## src/rtl/encode8x3_arb.sv

```systemverilog
// Sequential 8-to-3 encoder/arbiter: registered one-hot grant plus encoded index, held until ack.
// Define ENCODE8X3_RR_EN for round-robin search from a rotating pointer; otherwise fixed priority (lowest index wins).
module encode8x3_arb #(
    parameter logic [2:0] RESET_PTR = 3'd0
) (
    input  logic       clk,
    input  logic       reset,
    input  logic [7:0] req,
    input  logic       ack,
    output logic [2:0] sel,
    output logic       valid,
    output logic [7:0] grant,
    output logic       busy
);

    typedef enum logic {
        IDLE,
        GRANT
    } state_t;

    state_t     state;
    state_t     next_state;
    logic [2:0] next_sel;
    logic [7:0] next_grant;
    logic [2:0] start;
    logic [2:0] pick;
    logic [2:0] idx;
    logic       found;

`ifdef ENCODE8X3_RR_EN
    logic [2:0] ptr;
    logic [2:0] next_ptr;

    assign start = ptr;

    always_ff @(posedge clk) begin
        if (reset) begin
            ptr <= RESET_PTR;
        end else begin
            ptr <= next_ptr;
        end
    end

    always_comb begin
        next_ptr = ptr;
        if (state == GRANT && ack) begin
            next_ptr = sel + 3'd1;
        end
    end
`else
    logic unused_reset_ptr;

    assign unused_reset_ptr = ^RESET_PTR;
    assign start            = 3'd0;
`endif

    // Walk offsets from farthest to nearest so the nearest requester from start is what remains.
    always_comb begin
        pick  = 3'd0;
        found = 1'b0;
        idx   = 3'd0;
        for (int i = 7; i >= 0; i--) begin
            idx = start + 3'(i);
            if (req[idx]) begin
                pick  = idx;
                found = 1'b1;
            end
        end
    end

    always_ff @(posedge clk) begin
        if (reset) begin
            state <= IDLE;
            sel   <= 3'd0;
            grant <= 8'h00;
        end else begin
            state <= next_state;
            sel   <= next_sel;
            grant <= next_grant;
        end
    end

    always_comb begin
        next_state = state;
        next_sel   = sel;
        next_grant = grant;
        case (state)
            IDLE: begin
                if (found) begin
                    next_state = GRANT;
                    next_sel   = pick;
                    next_grant = 8'h01 << pick;
                end
            end
            GRANT: begin
                if (ack) begin
                    next_state = IDLE;
                    next_grant = 8'h00;
                end
            end
            default: begin
                next_state = IDLE;
                next_grant = 8'h00;
            end
        endcase
    end

    assign valid = (state == GRANT);
    assign busy  = (state == GRANT);

endmodule

```

## config.mk

```make
export PLATFORM = sky130hd
export DESIGN_NAME = encode8x3_arb
export DESIGN_NICKNAME = d
export VERILOG_FILES = /design/src/rtl/encode8x3_arb.sv
export SDC_FILE = /design/constraint.sdc
export NUM_CORES = 1
export LEC_CHECK = 0
export CAP_MARGIN = 20
export CORE_UTILIZATION = 41
export CTS_CLUSTER_DIAMETER = 150
export DETAILED_ROUTE_END_ITERATION = 16
export HOLD_SLACK_MARGIN = 0.1
export PLACE_DENSITY = 0.76
export SYNTH_ARGS = -nofsm -noshare
export SYNTH_HDL_FRONTEND = slang
export SYNTH_SLANG_ARGS = --single-unit
```

## constraint.sdc

```tcl
create_clock -name clk -period 1.77 [get_ports clk]
set_input_delay 0.354 -clock clk [delete_from_list [all_inputs] [get_ports clk]]
set_output_delay 0.354 -clock clk [all_outputs]
set_load 0.005 [all_outputs]
```

==> results.md, run 1 <==
- Result of the run: complete, no violations
- F_max: 0.626 GHz
- Mapped Cells: 67
- Number of antenna violations at the first check in global routing: 0
- Relative max-transition margin: 82.8%
- Max Cap Violations: 0
- CP peak stage delay: 0.53 ns
- Final critical path time including I/O delays and setup: 1.60 ns
- TritonCTS clock tree: done
- Total wire length: 1510 um
- Net switching share of the total power: 25.9%
- Final count of pins violating max slew: 0
- Cell Int Power: 0.434 mW
- Worst-margin pin slew: 0.256 ns
- Power share of the clock group: 28.8%
- Category of the worst setup path launch point: flop
- Site row count: 13
- Maximum number of pins on one net before global-route repair: 10
- Post-route clock period utilization: 90.2%
- Leftover overflow at the end of global routing: 0
- Power density of the placed cells: 626 mW/mm2
- Number of buffers created by CTS: 3
- Cell area after layout: 935 um2
- Count of vias placed by the detailed router: 608
- Post-Route Setup TNS: 0 ns
- Fraction of final layout cells with drive strength greater than 1: 23.5%
- Clock root buffer master: clkbuf_4
- Post-CTS setup buffers: 0
- Starting utilization of the core area: 45.5%
- Sequential-to-total area share from yosys stat: 39.6%
- H-tree lvl count: 1
- DR pass1 iterations: 2
- Global-route wire length before repair: 2280 um
- Clock-pin slew on the worst setup and hold paths: 0.07 ns
- Post-synth EDFFs: 0
- Cell taking the most area after synthesis: dfxtp_1
- Commonest non-fill, non-tap cell in the layout: clkdlybuf4s50_1
- Number of remaining DRC errors: 0
- Endpoint class of the critical path: primary output
- Placed instance area: 911 um2
- Later-pin clock latency in the skew report: 0.27 ns
- Clock sinks: 12
- Flops & latches, synth: 12
- Overall die area: 0.00164 mm2
- Number of nets produced by synthesis: 78
- Detailed router's first-iteration violation count: 5
- Horizontal die dimension: 40.5 um
- Crit Path Category: flop to primary output
- Total of buffers placed on input and output ports: 23
- Fraction of power consumed by combinational cells: 22.0%
- Average wire per standard cell: 12.9 um
- Switch Pwr: 0.152 mW
- Highest fanout seen on the critical path: 9
- Flip-flop cell with the highest count after synthesis: dfxtp_1
- Syn Std Cell Area: 607 um2
- Via count normalized by instance count: 5.20
- Warnings, synthesis: 0
- # fillers: 114
- Slowest stage cell on the critical path: clkdlybuf4s50_1
- Via count of the first global-routing pass: 580
- Residual antenna-violating net count after detailed routing: 0
- I/O pin count: 24
- Area inside the core boundary: 0.00133 mm2
- Worst hold path type: flop to flop
- Worst path buffer plus inverter count: 1
- Sequential share of power: 49.3%
- Final Hold Fails: 0
- Total global-route track usage: 21.6%
- Mean Syn Cell Area: 9.06 um2
- Longest Clk Path Bufs: 2
- Reg2reg setup slack: 0.49 ns
- IR Drop Worst-Case VDD: 0.000406 V
- Net count reported at finish: 115
- Cell-by-cell listing of the critical path: clkdlybuf4s50_1
- Area contributors post-synth: dfxtp_1 (40%), nor2_1 (8.7%), nor4_4 (7.0%)
- Worst Path Arrival: 1.24 ns
- Final setup vio count: 0
- Synth top area share: 39.6%
- Detailed Place HPWL: 1200 um
- CP Data Required Time: 1.42 ns
- Distinct cell type count of the synthesized netlist: 25
- Worst hold margin: 0.464 ns
- Final Skew: 0.00459 ns
- Share of synthesized flip-flops with an asynchronous set or reset: 0%
- Leading cell types in the layout, fill and taps excluded: clkdlybuf4s50_1 (23), nor2_1 (14), buf_4 (12)
- Static Leak: 0.370 nW
- Layout overhead on the synthesized area: 54.0%
- Diode count: 0
- Unrepaired setup endpoints after global routing: no
- Critical path's top delay family: buffers and inverters
- Routability cong.: 0.765
- Chip height: 40.5 um
-- cells in the mapped netlist, types with 2 or more instances --
library cell / instances
a22o_2: 2
o21ai_0: 4
a21oi_1: 5
inv_1: 3
dfxtp_1: 12
buf_4: 2
a32o_1: 2
nor4_4: 2
nor3_1: 3
nand2b_1: 2
nand2_1: 2
a22oi_1: 2
nor2_1: 14
-- per-stage QoR --
stage                     instances  setup slack [ns]  util (%)  power, mW
after global routing            117             0.138      70.1      0.608
after global placement          114           -0.0291      68.3      0.419
after CTS                       117            0.0420      70.0      0.590
after floorplan                  67             0.458         -      0.347
after detailed placement        114           -0.0620      68.3      0.422
final                           117             0.174      70.1      0.585
-- registers in the layout, summed over array words and instances, names as in the netlist --
register  flops
busy          1
grant         8
sel           3
-- power by group through the flow --
stage	registers [mW]	logic, mW	clock network (mW)
2_1_floorplan	0.292	0.0548	0
3_3_place_gp	0.294	0.125	0
3_5_place_dp	0.295	0.128	0
4_1_cts	0.288	0.129	0.173
5_1_grt	0.290	0.139	0.179
6_report	0.288	0.129	0.168
-- what timing repair did --
| item | 4_1_cts | 5_1_grt |
|---|---|---|
| hold buffers | 0 | 0 |
| resized for setup | 0 | 1 |
| endpoints found under the setup margin | 0 | 1 |
-- worst register-to-register path: cells and delay by family (launching register included) --
family | cells | cell delay [ns]
AO/OA/AOI/OAI | 1 | 0.12
AND/OR/NAND/NOR | 3 | 0.73
flip-flops | 1 | 0.38
-- area by class of cell --
cell class                      instances  area (um2)  area share (%)
Timing Repair Buffer                   35         320            34.3
Inverter                                3        11.3            1.20
Sequential cell                        12         241            25.8
Clock buffer                            3        22.5            2.41
Tap cell                               15        18.8            2.01
Multi-Input combinational cell         49         320            34.3
-- cells by family after synthesis --
kind of cell    after synthesis  share of synthesized area, %
simple gates                 28                          28.0
flops                        12                          39.6
compound gates               21                          24.7
buf+inv                       6                          7.63
-- routing by layer --
layer / vias up / global-route usage (%) / part of all wire, %
met5: - / 0 / 0
met3: 4 / 3.33 / 2.4
met4: 0 / 12.5 / 2.0
met1: 274 / 23.3 / 46
met2: 13 / 38.9 / 50
li1: 317 / - / -
-- path summary, 6_finish.rpt --
kind                           end                   from  depth (start not counted)
max                          valid        busy$_SDFF_PP0_                          1
min          grant[5]$_SDFFE_PP0P_  grant[5]$_SDFFE_PP0P_                          1
max reg2reg  grant[5]$_SDFFE_PP0P_        busy$_SDFF_PP0_                          4
min reg2reg  grant[5]$_SDFFE_PP0P_  grant[5]$_SDFFE_PP0P_                          1
No activity file was read; power rests on OpenSTA's default activity.
==> run 2, diff against run 1 <==
- CAP_MARGIN: 20 -> not set
==> results of run 2 <==
Same layout as run 1: the final DEF is identical, and so are final timing and power.
